File: src/rtl/bram_rd_pkg.sv
`default_nettype none
// ============================================================================
// Module      : bram_rd_pkg
// Description : Shared types and helpers for the block-RAM stream reader.
// Revision    : 1.0 - initial release
// ============================================================================
package bram_rd_pkg;

  // Command sequencer states
  typedef enum logic [1:0] {
    IDLE  = 2'd0,
    RUN   = 2'd1,
    DRAIN = 2'd2
  } state_t;

  // Extra FIFO slots beyond the read latency: one for the word being
  // presented and one so a stalled consumer does not stop back-to-back issue.
  localparam int FIFO_SLACK = 2;

  // Return-FIFO depth needed to absorb every word in flight
  function automatic int fifo_depth_f(input int read_latency);
    return read_latency + FIFO_SLACK;
  endfunction

  // Only the raw (1) and output-registered (2) RAM configurations exist
  function automatic bit read_latency_ok(input int read_latency);
    return (read_latency == 1) || (read_latency == 2);
  endfunction

endpackage
`default_nettype wire

File: src/rtl/sync_fifo_fwft.sv
`default_nettype none
// ============================================================================
// Module      : sync_fifo_fwft
// Description : Small synchronous first-word-fall-through FIFO. The head word
//               is visible on data_o whenever empty_o is low.
// Revision    : 1.0 - initial release
// ============================================================================
module sync_fifo_fwft #(
  parameter int WIDTH = 32,
  parameter int DEPTH = 3
) (
  input  logic                       clk,
  input  logic                       rstb,
  input  logic                       push_i,
  input  logic [WIDTH-1:0]           data_i,
  input  logic                       pop_i,
  output logic [WIDTH-1:0]           data_o,
  output logic                       empty_o,
  output logic                       full_o,
  output logic [$clog2(DEPTH+1)-1:0] count_o
);

  localparam int PTR_W = (DEPTH > 1) ? $clog2(DEPTH) : 1;
  localparam int CNT_W = $clog2(DEPTH + 1);
  localparam logic [PTR_W-1:0] c_LAST_PTR = PTR_W'(DEPTH - 1);
  localparam logic [CNT_W-1:0] c_FULL_CNT = CNT_W'(DEPTH);
  localparam logic [CNT_W-1:0] c_CNT_ONE  = CNT_W'(1);

  logic [WIDTH-1:0] r_mem [DEPTH];
  logic [PTR_W-1:0] r_wr_ptr;
  logic [PTR_W-1:0] r_rd_ptr;
  logic [CNT_W-1:0] r_count;
  logic             w_do_push;
  logic             w_do_pop;

  assign empty_o = (r_count == '0);
  assign full_o  = (r_count == c_FULL_CNT);
  assign count_o = r_count;
  assign data_o  = r_mem[r_rd_ptr];

  // A pop on an empty FIFO is ignored; a push while full is only taken when a
  // pop frees the head slot in the same cycle.
  assign w_do_pop  = pop_i && !empty_o;
  assign w_do_push = push_i && (!full_o || w_do_pop);

  // Storage array, written at the tail pointer
  always_ff @(posedge clk) begin
    if (w_do_push) begin
      r_mem[r_wr_ptr] <= data_i;
    end
  end

  // Pointers and occupancy count
  always_ff @(posedge clk) begin
    if (rstb) begin
      r_wr_ptr <= '0;
      r_rd_ptr <= '0;
      r_count  <= '0;
    end else begin
      if (w_do_push) begin
        r_wr_ptr <= (r_wr_ptr == c_LAST_PTR) ? '0 : r_wr_ptr + 1'b1;
      end
      if (w_do_pop) begin
        r_rd_ptr <= (r_rd_ptr == c_LAST_PTR) ? '0 : r_rd_ptr + 1'b1;
      end
      case ({w_do_push, w_do_pop})
        2'b10:   r_count <= r_count + c_CNT_ONE;
        2'b01:   r_count <= r_count - c_CNT_ONE;
        default: r_count <= r_count;
      endcase
    end
  end

  // A write into a full FIFO without a matching pop means upstream credit broke
  always_ff @(posedge clk) begin
    if (!rstb) begin
      assert (!(push_i && full_o && !w_do_pop));
    end
  end

endmodule
`default_nettype wire

File: src/rtl/bram_stream_reader.sv
`default_nettype none
// ============================================================================
// Module      : bram_stream_reader
// Description : Reads a (base, length) block from a simple-dual-port RAM and
//               presents it as a valid/ready stream with a last marker.
//               Issue is credit-limited so the return FIFO cannot overflow.
// Revision    : 1.0 - initial release
// ============================================================================
module bram_stream_reader
  import bram_rd_pkg::*;
#(
  parameter int WIDTH        = 32,
  parameter int DEPTH        = 512,
  parameter int READ_LATENCY = 1,
  parameter int ADDR_W       = $clog2(DEPTH)
) (
  input  logic              clk,
  input  logic              rstb,
  input  logic              start_i,
  input  logic [ADDR_W-1:0] base_addr_i,
  input  logic [ADDR_W:0]   len_i,
  output logic              busy_o,
  output logic              done_o,
  output logic [ADDR_W-1:0] ram_addr_o,
  output logic              ram_en_o,
  output logic              ram_oreg_en_o,
  output logic              ram_rst_o,
  input  logic [WIDTH-1:0]  ram_data_i,
  output logic [WIDTH-1:0]  m_data_o,
  output logic              m_valid_o,
  input  logic              m_ready_i,
  output logic              m_last_o
);

  localparam int FIFO_DEPTH = fifo_depth_f(READ_LATENCY);
  localparam int CNT_W      = $clog2(FIFO_DEPTH + 1);
  localparam bit c_LAT_OK   = read_latency_ok(READ_LATENCY);
  localparam logic [CNT_W:0]    c_FIFO_DEPTH = (CNT_W + 1)'(FIFO_DEPTH);
  localparam logic [ADDR_W:0]   c_LEN_ONE    = (ADDR_W + 1)'(1);
  localparam logic [ADDR_W-1:0] c_ADDR_ONE   = ADDR_W'(1);

  state_t                  r_state;
  state_t                  w_state_nxt;
  logic [ADDR_W-1:0]       r_addr;
  logic [ADDR_W:0]         r_len;
  logic [ADDR_W:0]         r_issued;
  logic [ADDR_W:0]         r_beat;
  logic [READ_LATENCY-1:0] r_sr;
  logic                    r_done;
  logic                    w_issue;
  logic                    w_accept;
  logic                    w_zero_len;
  logic                    w_beat;
  logic                    w_final_beat;
  logic                    w_credit;
  logic [CNT_W:0]          w_inflight;
  logic [CNT_W:0]          w_credit_sum;
  logic [WIDTH-1:0]        w_fifo_data;
  logic                    w_fifo_empty;
  logic                    w_fifo_full;
  logic [CNT_W-1:0]        w_fifo_count;

  assign ram_oreg_en_o = 1'b1;
  assign ram_rst_o     = rstb;
  assign ram_en_o      = w_issue;
  assign ram_addr_o    = r_addr;
  assign busy_o        = (r_state != IDLE);
  assign done_o        = r_done;
  assign m_valid_o     = !w_fifo_empty;
  assign m_data_o      = w_fifo_data;
  assign m_last_o      = m_valid_o && (r_beat == (r_len - c_LEN_ONE));

  assign w_accept     = (r_state == IDLE) && start_i && (len_i != '0);
  assign w_zero_len   = (r_state == IDLE) && start_i && (len_i == '0);
  assign w_beat       = m_valid_o && m_ready_i;
  assign w_final_beat = w_beat && m_last_o;

  // Count reads still travelling through the RAM pipeline
  always_comb begin
    w_inflight = '0;
    for (int i = 0; i < READ_LATENCY; i++) begin
      w_inflight = w_inflight + (CNT_W + 1)'(r_sr[i]);
    end
  end

  // Issue only while every outstanding word is guaranteed a FIFO slot
  always_comb begin
    w_credit_sum = w_inflight + (CNT_W + 1)'(w_fifo_count);
    w_credit     = (w_credit_sum < c_FIFO_DEPTH) && !w_fifo_full;
  end

  // Next-state and read-issue decision
  always_comb begin
    w_state_nxt = r_state;
    w_issue     = 1'b0;
    case (r_state)
      IDLE: begin
        if (w_accept) begin
          w_state_nxt = RUN;
        end
      end
      RUN: begin
        if (r_issued == r_len) begin
          w_state_nxt = DRAIN;
        end else if (w_credit) begin
          w_issue = 1'b1;
          if ((r_issued + c_LEN_ONE) == r_len) begin
            w_state_nxt = DRAIN;
          end
        end
      end
      DRAIN: begin
        if (w_final_beat) begin
          w_state_nxt = IDLE;
        end
      end
      default: w_state_nxt = IDLE;
    endcase
  end

  // State register and completion pulse
  always_ff @(posedge clk) begin
    if (rstb) begin
      r_state <= IDLE;
      r_done  <= 1'b0;
    end else begin
      r_state <= w_state_nxt;
      r_done  <= w_zero_len || ((r_state == DRAIN) && w_final_beat);
    end
  end

  // Command latch, running read pointer and issue/beat counters
  always_ff @(posedge clk) begin
    if (rstb) begin
      r_addr   <= '0;
      r_len    <= '0;
      r_issued <= '0;
      r_beat   <= '0;
    end else if (w_accept) begin
      r_addr   <= base_addr_i;
      r_len    <= len_i;
      r_issued <= '0;
      r_beat   <= '0;
    end else begin
      if (w_issue) begin
        r_addr   <= r_addr + c_ADDR_ONE;
        r_issued <= r_issued + c_LEN_ONE;
      end
      if (w_beat) begin
        r_beat <= r_beat + c_LEN_ONE;
      end
    end
  end

  // In-flight shift register: the tail bit marks valid RAM data this cycle
  if (READ_LATENCY == 1) begin : g_sr_single
    always_ff @(posedge clk) begin
      if (rstb) begin
        r_sr <= '0;
      end else begin
        r_sr <= w_issue;
      end
    end
  end else begin : g_sr_multi
    always_ff @(posedge clk) begin
      if (rstb) begin
        r_sr <= '0;
      end else begin
        r_sr <= {r_sr[READ_LATENCY-2:0], w_issue};
      end
    end
  end

  // Catch an illegal latency configuration in simulation
  always_ff @(posedge clk) begin
    assert (c_LAT_OK);
  end

  sync_fifo_fwft #(
    .WIDTH (WIDTH),
    .DEPTH (FIFO_DEPTH)
  ) u_fifo (
    .clk     (clk),
    .rstb    (rstb),
    .push_i  (r_sr[READ_LATENCY-1]),
    .data_i  (ram_data_i),
    .pop_i   (w_beat),
    .data_o  (w_fifo_data),
    .empty_o (w_fifo_empty),
    .full_o  (w_fifo_full),
    .count_o (w_fifo_count)
  );

endmodule
`default_nettype wire

File: config.mk
export PLATFORM = sky130hd
export DESIGN_NAME = bram_stream_reader
export DESIGN_NICKNAME = d
export VERILOG_FILES = /design/src/rtl/bram_rd_pkg.sv /design/src/rtl/sync_fifo_fwft.sv /design/src/rtl/bram_stream_reader.sv
export SDC_FILE = /design/constraint.sdc
export NUM_CORES = 1
export LEC_CHECK = 0
export BUFFER_PORTS_ARGS = -buffer_cell sky130_fd_sc_hd__buf_2
export CAP_MARGIN = 20
export CORE_AREA = 4 4 116 118
export CTS_BUF_LIST = sky130_fd_sc_hd__clkbuf_8
export CTS_CLUSTER_DIAMETER = 150
export DETAILED_ROUTE_END_ITERATION = 8
export DIE_AREA = 0 0 120 122
export GPL_TIMING_DRIVEN = 0
export PLACE_DENSITY = 0.77
export SLEW_MARGIN = 20
export SYNTH_ARGS = -nofsm -noshare
export SYNTH_HDL_FRONTEND = slang
export SYNTH_SLANG_ARGS = --single-unit
File: constraint.sdc
create_clock -name clk -period 3.9 [get_ports clk]
set_clock_uncertainty 0.15 [all_clocks]
set_input_delay 0.78 -clock clk [delete_from_list [all_inputs] [get_ports clk]]
set_output_delay 0.78 -clock clk [all_outputs]
set_load 0.02 [all_outputs]
==> summary.md, run 1 <==
| Metric | Value |
|---|---|
| Status | finished, final reports clean |
| Final ANT Viol Nets | 0 |
| Gpl congestion | 0.9075 |
| Crit-path cells | clkbuf_1 -> xor2_1 -> or4_4 -> o31ai_4 -> or2_1 -> buf_4 -> inv_1 -> buf_2 |
| Leak pwr | 2.799 nW |
| Critical path class | register to output pin |
| Ports | 103 |
| Setup crit start kind | register |
| Worst-path fanout max | 8 |
| Post-CTS Setup Bufs | 0 |
| Share of cells above drive strength 1 | 21.88% |
| Post-synthesis register bit count | 147 |
| Worst path slowest cell | or4_4 |
| CTS sink count | 147 |
| Hold Crit Class | primary input to register |
| Port bufs | 101 |
| Initial Util | 51.85% |
| DP HPWL | 10.46 mm |
| Post-synthesis cell count | 572 |
| Slew HR | 34.31% |
| Post-route DRC | 0 |
| Worst setup EP type | output pin |
| Die X | 120 um |
| Clk_lat worst skew | 0.45 ns |
| TritonCTS clock tree | built |
| Final min period | 3.553 ns |
| Ant diodes | 0 |
| Num rows | 41 |
| Data arrival time of the critical path | 2.62 ns |
| Vias in the first global route | 4939 |
| Final setup viols | 0 |
| Ys async rst share | 0% |
| First-pass GRT wire length | 23.60 mm |
| CTS clk-pin slew, worst paths | 0.09 ns |
| Fin nets | 761 |
| RSZ-0062 raised after global routing | no |
| Gr usage total | 20.51% |
| Post-CTS sizing | 0 |
| H-tree depth | 4 |
| Synth Cell Area | 0.006464 mm2 |
| Reg area | 0.003904 mm2 |
| Via-per-instance ratio | 5.407 |
| DR WL/cell | 16.23 um |
| Placed cell areas | 0.007298 mm2 |
| Internal Power | 2.525 mW |
| Clock Power Share | 33.8% |
| Die Ht | 122 um |
| Synth unique cells | 53 |
| Fmax | 281.4 MHz |
| Iteration-0 DRC Markers | 244 |
| CTS Root Cell | clkbuf_8 |
| CTS Buf Count | 17 |
| Tcrit/Tclk final | 91.10% |
| Maxcap violations | 0 |
| CTS Buffer Depth | 2 |
| Slew Limit Fails | 0 |
| # hold bufs at CTS | 0 |
| Combinational Power Share | 15.6% |
| Hold Vio Cnt, Final | 0 |
| Final Cell Area | 0.007702 mm2 |
| Setup TNS | 0 ns |
| Yosys warning count | 0 |
| Switch share | 28.42% |
| Via count | 4785 |
| Slowest stage delay, CP | 0.45 ns |
| Largest net degree at the start of global routing | 17 |
| Flop pwr share | 50.6% |
| Avg Synthesized Cell Area | 11.30 um2 |
| Placeable Area | 0.01247 mm2 |
| Peak supply drop | 0.2616 mV |
| Initial antenna violation count | 0 |
| WL final | 14.37 mm |
| CP required | 2.97 ns |
| Grt ovf | 0 |
| Pwr dens | 458.0 mW/mm2 |
| Drt pass-1 iters | 5 |
| Area Overhead vs Synth | 19.16% |
| Sequential-to-total area share from yosys stat | 60.39% |
| Slew @ Worst Pin | 0.9751 ns |
| Die footprint | 0.01464 mm2 |
| Main synth FF type | edfxtp_1 |
| Switching power | 1.002 mW |
| Area of the multi-input gates | 0.002396 mm2 |
| Syn Nets | 633 |
| Fillers | 1019 |
| Post-synth EDFFs | 96 |
[stage by stage]
stage	cells	power, mW	setup WS, ns	util, %	hold WS (ns)
final	885	3.527	0.3470	61.79	0.3838
after CTS	885	3.553	0.3347	61.79	0.3514
after floorplan	572	2.177	0.001303	-	0.3232
after detailed placement	853	2.367	0.8574	58.55	0.3720
after global placement	845	2.338	-1.549	57.71	0.3687
after global routing	885	3.672	0.1715	61.79	0.3508
[synth_stat cells (2+ instances only)]
cell	number	area, um2
nand3_1	10	50.05
a211oi_1	6	45.04
o21ai_0	37	185.2
xor2_1	27	236.5
nor4_1	8	50.05
nor3b_1	4	30.03
buf_4	3	22.52
inv_1	11	41.29
or3_1	3	18.77
a311oi_1	3	26.28
buf_1	2	7.510
or2_2	2	12.51
a21oi_1	24	120.1
or4_1	2	15.01
edfxtp_1	96	2883
nand2b_1	8	50.05
nor3_1	15	75.07
a41o_1	2	20.02
nand4b_1	2	17.52
nor2_1	50	187.7
nand4_1	8	50.05
nand2_1	69	259.0
a22oi_1	2	15.01
clkbuf_1	25	93.84
buf_2	3	15.01
o21a_1	2	15.01
o22ai_1	5	31.28
and3_1	5	31.28
dfxtp_1	51	1021
xnor2_1	21	183.9
ha_1	6	75.07
nor4b_1	2	17.52
mux2i_1	38	380.4
[final timing paths]
kind	slack [ns]	end	startpoint	depth (start not counted)
max	0.35	ram_en_o	r_len[6]	8
min	0.38	u_fifo.r_mem[0][9]	ram_data_i[9]	1
max reg2reg	1.22	u_fifo.r_mem[0][13]	u_fifo.count_o[0]	7
min reg2reg	0.38	r_len[9]	r_len[9]	2
[routing by layer]
metal / GRT usage (%) / part of all wire [%]
met1: 25.11 / 43
met2: 35.34 / 49
met3: 4.689 / 5.7
met5: 0 / 0
met4: 8.089 / 2.2
[registers in the layout, summed over array words and instances (netlist names), named ones only]
name / flops
ram_addr_o: 9
u_fifo.count_o: 2
u_fifo.r_rd_ptr: 2
r_len: 10
r_beat: 10
u_fifo.r_mem: 96
u_fifo.r_wr_ptr: 2
r_issued: 10
r_state: 2
done_o: 1
r_sr: 1
[critical path: cells and delay by family, from the launching register on]
kind	cells	cell delay (ns)
XOR/XNOR	1	0.17
buffers and inverters	4	0.70
AND/OR/NAND/NOR	2	0.60
AO/OA/AOI/OAI	1	0.39
flip-flops	1	0.32
[logic make-up after synthesis]
logic type / share of synthesized area, %
AND/OR/NAND/NOR: 14.23
flip-flops: 60.39
AO/OA/AOI/OAI: 8.634
XOR/XNOR: 6.504
buffers and inverters: 2.962
multiplexers: 6.059
adder cells (fa/ha/maj): 1.161
other: 0.05802
[power by group through the flow]
| stage | combinational [mW] | sequential [mW] | clock [mW] |
|---|---|---|---|
| 3_3_place_gp | 0.520 | 1.82 | 0 |
| 2_1_floorplan | 0.348 | 1.83 | 0 |
| 6_report | 0.551 | 1.78 | 1.19 |
| 3_5_place_dp | 0.549 | 1.82 | 0 |
| 4_1_cts | 0.552 | 1.78 | 1.22 |
| 5_1_grt | 0.601 | 1.79 | 1.28 |
[cells in the final DEF, fill, tap and decap left out, types with 8 or more instances in the layout]
| cell | netlist | final |
|---|---|---|
| buf_2 | 3 | 104 |
| edfxtp_1 | 96 | 96 |
| nand2_1 | 69 | 69 |
| dfxtp_1 | 51 | 51 |
| nor2_1 | 50 | 50 |
| mux2i_1 | 38 | 38 |
| o21ai_0 | 37 | 37 |
| xor2_1 | 27 | 27 |
| clkbuf_1 | 25 | 25 |
| a21oi_1 | 24 | 24 |
| xnor2_1 | 21 | 21 |
| clkbuf_8 | 0 | 17 |
| nor3_1 | 15 | 14 |
| inv_1 | 11 | 11 |
| nand3_1 | 10 | 10 |
| nand2b_1 | 8 | 8 |
| nand4_1 | 8 | 8 |
| nor4_1 | 8 | 8 |
[final cells by class]
type / instances / area share, %
flip-flops and latches: 147 / 50.68
clock buffers: 17 / 3.038
well taps: 172 / 2.794
multi-input cells: 380 / 31.11
clock inverters: 15 / 2.209
inverters: 11 / 0.5361
plain buffers: 34 / 1.949
repair buffers: 109 / 7.684
No activity file was read; power rests on OpenSTA's default activity.
==> run 2: changes to the inputs <==
--- a/config.mk
+++ b/config.mk
@@ -7,13 +7,13 @@
 export LEC_CHECK = 0
 export BUFFER_PORTS_ARGS = -buffer_cell sky130_fd_sc_hd__buf_2
 export CAP_MARGIN = 20
-export CORE_AREA = 4 4 116 118
+export CORE_AREA = 4 4 127 129
 export CTS_BUF_LIST = sky130_fd_sc_hd__clkbuf_8
 export CTS_CLUSTER_DIAMETER = 150
 export DETAILED_ROUTE_END_ITERATION = 8
-export DIE_AREA = 0 0 120 122
+export DIE_AREA = 0 0 131 133
 export GPL_TIMING_DRIVEN = 0
-export PLACE_DENSITY = 0.77
+export PLACE_DENSITY = 0.66
 export SLEW_MARGIN = 20
 export SYNTH_ARGS = -nofsm -noshare
 export SYNTH_HDL_FRONTEND = slang
==> run 2 against run 1 <==
  * Die area rose by 19%
  * Flip-flop and latch count unchanged
  * First-iteration DRC count up 70%
  * Combinational power hardly changed
  * Sequential share of layout area is 0.34 points higher
  * Design area down 0.67%
  * Clock-buffer cell count stayed put
  * Via count decreased by 0.40%
  * Total power is 4.3% lower
  * Clock power shrank 13%
  * Core utilization is 11 points lower
  * Critical path depth is the same
  * Critical path type unchanged
  * Highest routed layer unchanged
==> summary.md, run 2 (synthesized netlist as in run 1, its figures left out) <==
| Metric | Value |
|---|---|
| Status | finished, final reports clean (unchanged) |
| R2R cell count | 6 (was 7) |
| CTS Buf Count | 17 (unchanged) |
| First-pass GRT wire length | 22.83 mm (was 23.60 mm) |
| Setup ws final | 0.3224 ns (was 0.3470 ns) |
| Switch share | 29.44% (was 28.42%) |
| Placed Cells | 868 (was 853) |
| Critical path class | register to output pin (unchanged) |
| Flop pwr share | 52.8% (was 50.6%) |
| Max reg flops | 96 (unchanged) |
| Post-CTS Setup Bufs | 0 (unchanged) |
| CTS clk-pin slew, worst paths | 0.09 ns (about the same) |
| Setup TNS | 0 ns (unchanged) |
| Area Overhead vs Synth | 18.37% (was 19.16%) |
| Worst reg-to-reg setup slack | 1.15 ns (was 1.22 ns) |
| Internal Power | 2.383 mW (was 2.525 mW) |
| Gpl congestion | 0.8504 (was 0.9075) |
| Final setup viols | 0 (unchanged) |
| Pwr dens | 441.4 mW/mm2 (was 458.0 mW/mm2) |
| Hold_sp | ram_data_i[0] (was ram_data_i[9]) |
| Power Total | 3.377 mW (was 3.527 mW) |
| Worst-path fanout max | 8 (unchanged) |
| CTS Root Cell | clkbuf_8 (unchanged) |
| H-tree depth | 4 (unchanged) |
| Clk_lat worst skew | 0.45 ns (about the same) |
| Vias in the first global route | 4560 (was 4939) |
| Iteration-0 DRC Markers | 415 (was 244) |
| Maxcap violations | 0 (unchanged) |
| Final ANT Viol Nets | 0 (unchanged) |
| DP HPWL | 10.34 mm (was 10.46 mm) |
| Fmax | 279.5 MHz (was 281.4 MHz) |
| Final min period | 3.578 ns (was 3.553 ns) |
| Grt ovf | 0 (unchanged) |
| Peak supply drop | 0.1933 mV (was 0.2616 mV) |
| RSZ-0062 raised after global routing | no (unchanged) |
| Ports | 103 (unchanged) |
| TritonCTS clock tree | built (unchanged) |
| DR WL/cell | 16.09 um (was 16.23 um) |
| # hold bufs at CTS | 0 (unchanged) |
| Clock Power Share | 30.9% (was 33.8%) |
| Endpoint, Worst Hold | u_fifo.r_mem[0][0] (was u_fifo.r_mem[0][9]) |
| R2R Path Start | r_state[1] (was u_fifo.count_o[0]) |
| Initial Util | 43.00% (was 51.85%) |
| Via-per-instance ratio | 5.290 (was 5.407) |
| Combinational Power Share | 16.3% (was 15.6%) |
| Die footprint | 0.01742 mm2 (was 0.01464 mm2) |
| Port bufs | 101 (unchanged) |
| Post-CTS sizing | 0 (unchanged) |
| Share of cells above drive strength 1 | 21.77% (was 21.88%) |
| Gr usage total | 16.77% (was 20.51%) |
| Slew @ Worst Pin | 0.9259 ns (was 0.9751 ns) |
| Via count | 4766 (was 4785) |
| Most common cell after layout, fill and taps aside | buf_2 (unchanged) |
| Final Non-Filler Cells | 901 (was 885) |
| FF-to-FF End | r_beat[7] (was u_fifo.r_mem[0][13]) |
| Hold Vio Cnt, Final | 0 (unchanged) |
| Fin nets | 760 (was 761) |
| Die X | 131 um (was 120 um) |
| Crit. Startpoint | r_len[6] (unchanged) |
| Data arrival time of the critical path | 2.65 ns (was 2.62 ns) |
| Die Ht | 133 um (was 122 um) |
| Post-route DRC | 0 (unchanged) |
| CTS Buffer Depth | 2 (unchanged) |
| Drt pass-1 iters | 5 (unchanged) |
| Slew Limit Fails | 0 (unchanged) |
| Worst setup EP type | output pin (unchanged) |
| DP Worst Slack | 0.8273 ns (was 0.8574 ns) |
| CP required | 2.97 ns (about the same) |
| Setup crit start kind | register (unchanged) |
| Switching power | 994.1 uW (was 1.002 mW) |
| WL final | 14.50 mm (was 14.37 mm) |
| Tcrit/Tclk final | 91.73% (was 91.10%) |
| CTS sink count | 147 (unchanged) |
| Commonest non-fill, non-tap cells in the layout | 104 x buf_2, 96 x edfxtp_1, 69 x nand2_1, 51 x dfxtp_1, 50 x nor2_1 (unchanged) |
| Num rows | 45 (was 41) |
| Initial antenna violation count | 1 (was 0) |
| Placeable Area | 0.01503 mm2 (was 0.01247 mm2) |
| Leak pwr | 2.778 nW (was 2.799 nW) |
| Largest net degree at the start of global routing | 17 (unchanged) |
| Hold Crit Class | primary input to register (unchanged) |
| Most flop-heavy register | u_fifo.r_mem (unchanged) |
| Hold Path Depth | 1 (unchanged) |
| Slew HR | 37.62% (was 34.31%) |
run 2: cell types whose count changed in the layout (fill, tap and decap cells not counted), sizes merged:
cell / before / now
buf: 118 / 117
bufinv: 2 / 0
clkinvlp: 3 / 2
diode: 0 / 1
inv: 17 / 20
run 2: how the worst max path moves through the flow:
stage	endpoint	slack (ns)	depth (start not counted)
floorplan	u_fifo.r_mem[0][0]	0.001	2
global placement	u_fifo.r_mem[0][26]	-1.65	3
detailed placement	u_fifo.r_mem[0][26]	0.83	5
CTS	ram_en_o	0.33	8
global route	ram_en_o	0.20	8
finish	ram_en_o	0.32	8
run 2: power by group through the flow:
stage                     logic, mW  clock network, mW  registers (mW)
after floorplan               0.348                  0            1.83
after global placement        0.524                  0            1.82
after detailed placement      0.550                  0            1.82
after CTS                     0.552               1.07            1.78
after global routing          0.599               1.15            1.79
final                         0.551               1.04            1.78
run 2: final cells by class:
cell class	instances	area [um2]
fill	1295	7382
sequential	147	3904
multi-input combinational	380	2396
timing repair buffer	108	580.6
tap	188	235.2
clock buffer	17	234.0
buffer	34	150.1
clock inverter	15	107.6
inverter	11	41.29
antenna	1	2.502
run 2: through the flow:
| stage | cell area (um2) | hold slack [ns] | util [%] |
|---|---|---|---|
| floorplan | 6474 | 0.3232 | - |
| global placement | 7214 | 0.3609 | 47.99 |
| detailed placement | 7307 | 0.3657 | 48.61 |
| CTS | 7649 | 0.3498 | 50.88 |
| global route | 7651 | 0.3362 | 50.89 |
| finish | 7651 | 0.3751 | 50.89 |
run 2: routing by layer:
metal  vias to the layer above  track usage, %  share of wire [%]  routed length [um]
li1                       2314               -                  -                   -
met1                      2274           21.07                 44                6310
met2                       154           27.60                 49                7064
met3                        24           4.643                5.9                 860
met4                         0           5.771                1.8                 262
met5                         -               0                  0                   0
run 2: critical path, cell delays in order, from the launching register on:
cell and delay, ns:
dfxtp_1 0.32, clkbuf_1 0.37, xor2_1 0.17, or4_4 0.45, o31ai_4 0.38, or2_1 0.15, buf_4 0.16, inv_1 0.05
buf_2 0.15
==> run 3: changes to the inputs <==
--- a/config.mk
+++ b/config.mk
@@ -5,15 +5,14 @@
 export SDC_FILE = /design/constraint.sdc
 export NUM_CORES = 1
 export LEC_CHECK = 0
-export BUFFER_PORTS_ARGS = -buffer_cell sky130_fd_sc_hd__buf_2
 export CAP_MARGIN = 20
 export CORE_AREA = 4 4 127 129
 export CTS_BUF_LIST = sky130_fd_sc_hd__clkbuf_8
 export CTS_CLUSTER_DIAMETER = 150
 export DETAILED_ROUTE_END_ITERATION = 8
 export DIE_AREA = 0 0 131 133
+export DONT_BUFFER_PORTS = 1
 export GPL_TIMING_DRIVEN = 0
-export PLACE_DENSITY = 0.66
 export SLEW_MARGIN = 20
 export SYNTH_ARGS = -nofsm -noshare
 export SYNTH_HDL_FRONTEND = slang
==> run 3 against run 2 <==
  * Core utilization shrank 3.0 points
  * Hold slack lost 0.10 ns
  * Via count shrank 8.5%
  * Design area shrank 5.9%
  * Combinational power shrank 19%
  * Fmax grew 0.82%
  * Flip-flop and latch count is the same
  * Routed wire length shrank 0.78%
  * Critical path type unchanged
  * Largest cell class unchanged
  * Largest power group unchanged
==> summary.md, run 3 (synthesized netlist as in run 1, its figures left out) <==
| Metric | Value |
|---|---|
| Post-CTS sizing | 0 (unchanged) |
| Peak supply drop | 0.1717 mV (was 0.1933 mV) |
| Grt ovf | 0 (unchanged) |
| Ant diodes | 0 (was 1) |
| Placed cell areas | 0.006828 mm2 (was 0.007307 mm2) |
| CTS Buffer Depth | 2 (unchanged) |
| Vias in the first global route | 4376 (was 4560) |
| Initial Util | 43.00% (unchanged) |
| Worst reg-to-reg setup slack | 1.12 ns (was 1.15 ns) |
| Worst-path fanout max | 9 (was 8) |
| Critical path's top delay family | simple AND/OR/NAND/NOR gates (was buffers and inverters) |
| Placeable Area | 0.01503 mm2 (unchanged) |
| TritonCTS clock tree | built (unchanged) |
| Via-per-instance ratio | 5.442 (was 5.290) |
| Commonest non-fill, non-tap cells in the layout | 96 x edfxtp_1, 69 x nand2_1, 51 x dfxtp_1, 50 x nor2_1, 38 x mux2i_1 (was 104 x buf_2, 96 x edfxtp_1, 69 x nand2_1, 51 x dfxtp_1, 50 x nor2_1) |
| Final min period | 3.548 ns (was 3.578 ns) |
| FF-to-FF End | r_beat[3] (was r_beat[7]) |
| Final Cell Area | 0.007197 mm2 (was 0.007651 mm2) |
| Die footprint | 0.01742 mm2 (unchanged) |
| Power Total | 3.359 mW (was 3.377 mW) |
| Slew Limit Fails | 0 (unchanged) |
| Initial antenna violation count | 0 (was 1) |
| Slew @ Worst Pin | 0.9566 ns (was 0.9259 ns) |
| Final ANT Viol Nets | 0 (unchanged) |
| H-tree depth | 4 (unchanged) |
| Num rows | 45 (unchanged) |
| Worst Hold Margin | 0.2743 ns (was 0.3751 ns) |
| Ports | 103 (unchanged) |
| Endpoint, Worst Hold | u_fifo.r_mem[0][5] (was u_fifo.r_mem[0][0]) |
| Fin nets | 661 (was 760) |
| Slew HR | 35.55% (was 37.62%) |
| Fillers | 1370 (was 1295) |
| RSZ-0062 raised after global routing | no (unchanged) |
| CTS clk-pin slew, worst paths | 0.08 ns (was 0.09 ns) |
| Post-route DRC | 0 (unchanged) |
| CP required | 2.97 ns (about the same) |
| Pwr dens | 466.7 mW/mm2 (was 441.4 mW/mm2) |
| Final Non-Filler Cells | 801 (was 901) |
| # hold bufs at CTS | 0 (unchanged) |
| WL final | 14.38 mm (was 14.50 mm) |
| Via count | 4359 (was 4766) |
| Slowest stage delay, CP | 0.40 ns (was 0.45 ns) |
| Most common cell after layout, fill and taps aside | edfxtp_1 (was buf_2) |
| Leak pwr | 2.373 nW (was 2.778 nW) |
| Status | finished, final reports clean (unchanged) |
| Worst path slowest cell | or3_1 (was or4_4) |
| Worst setup EP type | output pin (unchanged) |
| Hold Crit Class | primary input to register (unchanged) |
| Die Ht | 133 um (unchanged) |
| Drt pass-1 iters | 5 (unchanged) |
| Largest net degree at the start of global routing | 17 (unchanged) |
| Setup TNS | 0 ns (unchanged) |
| Final setup viols | 0 (unchanged) |
| Bufs and invs on worst path | 2 (was 4) |
| Crit-path cells | buf_6 -> or3_1 -> nor2_1 -> mux2_2 -> o31ai_1 -> nand3b_1 -> inv_1 (was clkbuf_1 -> xor2_1 -> or4_4 -> o31ai_4 -> or2_1 -> buf_4 -> inv_1 -> buf_2) |
| Fmax | 281.8 MHz (was 279.5 MHz) |
| R2R Path Start | r_state[1] (unchanged) |
| Gpl congestion | 0.8660 (was 0.8504) |
| Hold Path Depth | 0 (was 1) |
| DP HPWL | 10.28 mm (was 10.34 mm) |
| Hold Vio Cnt, Final | 0 (unchanged) |
| Max reg flops | 96 (unchanged) |
| R2R cell count | 6 (unchanged) |
| Data arrival time of the critical path | 2.62 ns (was 2.65 ns) |
| Maxcap violations | 0 (unchanged) |
| Post-CTS Setup Bufs | 0 (unchanged) |
| CTS Root Cell | clkbuf_8 (unchanged) |
| CTS Buf Count | 17 (unchanged) |
| Critical path class | register to output pin (unchanged) |
| First-pass GRT wire length | 22.64 mm (was 22.83 mm) |
| Most flop-heavy register | u_fifo.r_mem (unchanged) |
| Tcrit/Tclk final | 90.98% (was 91.73%) |
| Clk_lat worst skew | 0.44 ns (was 0.45 ns) |
| Iteration-0 DRC Markers | 261 (was 415) |
| CTS sink count | 147 (unchanged) |
| Area Overhead vs Synth | 11.34% (was 18.37%) |
| Port bufs | 0 (was 101) |
| Setup crit start kind | register (unchanged) |
| DR WL/cell | 17.96 um (was 16.09 um) |
| Share of cells above drive strength 1 | 9.135% (was 21.77%) |
| Die X | 131 um (unchanged) |
| Placed Cells | 769 (was 868) |
| Gr usage total | 16.71% (was 16.77%) |
| Hold_sp | ram_data_i[5] (was ram_data_i[0]) |
-- run 3: cell types whose count changed in the layout (fill, tap and decap cells not counted), sizes merged --
cell | before | now
buf | 117 | 18
inv | 20 | 16
clkinvlp | 2 | 5
bufinv | 0 | 1
diode | 1 | 0
-- run 3: report_power, final --
part | internal, mW | total, mW | switching [mW]
sequential | 1.73 | 1.81 | 0.0792
combinational | 0.160 | 0.448 | 0.289
clock | 0.508 | 1.10 | 0.595
total | 2.40 | 3.36 | 0.962
-- run 3: per-stage QoR --
| step | setup slack [ns] | util (%) |
|---|---|---|
| floorplan | 0.001303 | - |
| global placement | -1.653 | 44.63 |
| detailed placement | 0.8240 | 45.42 |
| CTS | 0.3177 | 47.87 |
| global route | 0.2212 | 47.87 |
| finish | 0.3516 | 47.87 |
-- run 3: worst max path at each step --
stage,start,to,slack (ns),cells past startpoint
final,r_len[4],m_last_o,0.35,7
after global placement,m_ready_i,u_fifo.r_mem[0][4],-1.65,2
after global routing,r_len[1],m_last_o,0.22,8
after CTS,r_len[4],m_last_o,0.32,7
after detailed placement,r_len[4],m_last_o,0.82,7
after floorplan,m_ready_i,u_fifo.r_mem[0][0],0.001,2
-- run 3: metal layers --
| metal | share of wire [%] | GRT usage, % |
|---|---|---|
| met2 | 50 | 27.93 |
| met1 | 42 | 19.89 |
| met4 | 1.2 | 5.714 |
| met5 | 0 | 0 |
| met3 | 7.5 | 5.773 |
-- run 3: layout make-up --
cell class              instances  area [um2]  share of cell area (%)
plain buffers                  34       150.1                   2.086
flip-flops and latches        147        3904                   54.24
inverters                      11       41.29                  0.5737
repair buffers                  9       101.3                   1.408
clock buffers                  17       234.0                   3.251
multi-input cells             380        2396                   33.29
clock inverters                15       135.1                   1.878
well taps                     188       235.2                   3.268
-- run 3: worst register-to-register path, delay by kind of cell (launching register included) --
kind	cells	cell delay [ns]
buf+inv	1	0.49
flops	1	0.34
simple gates	5	1.68
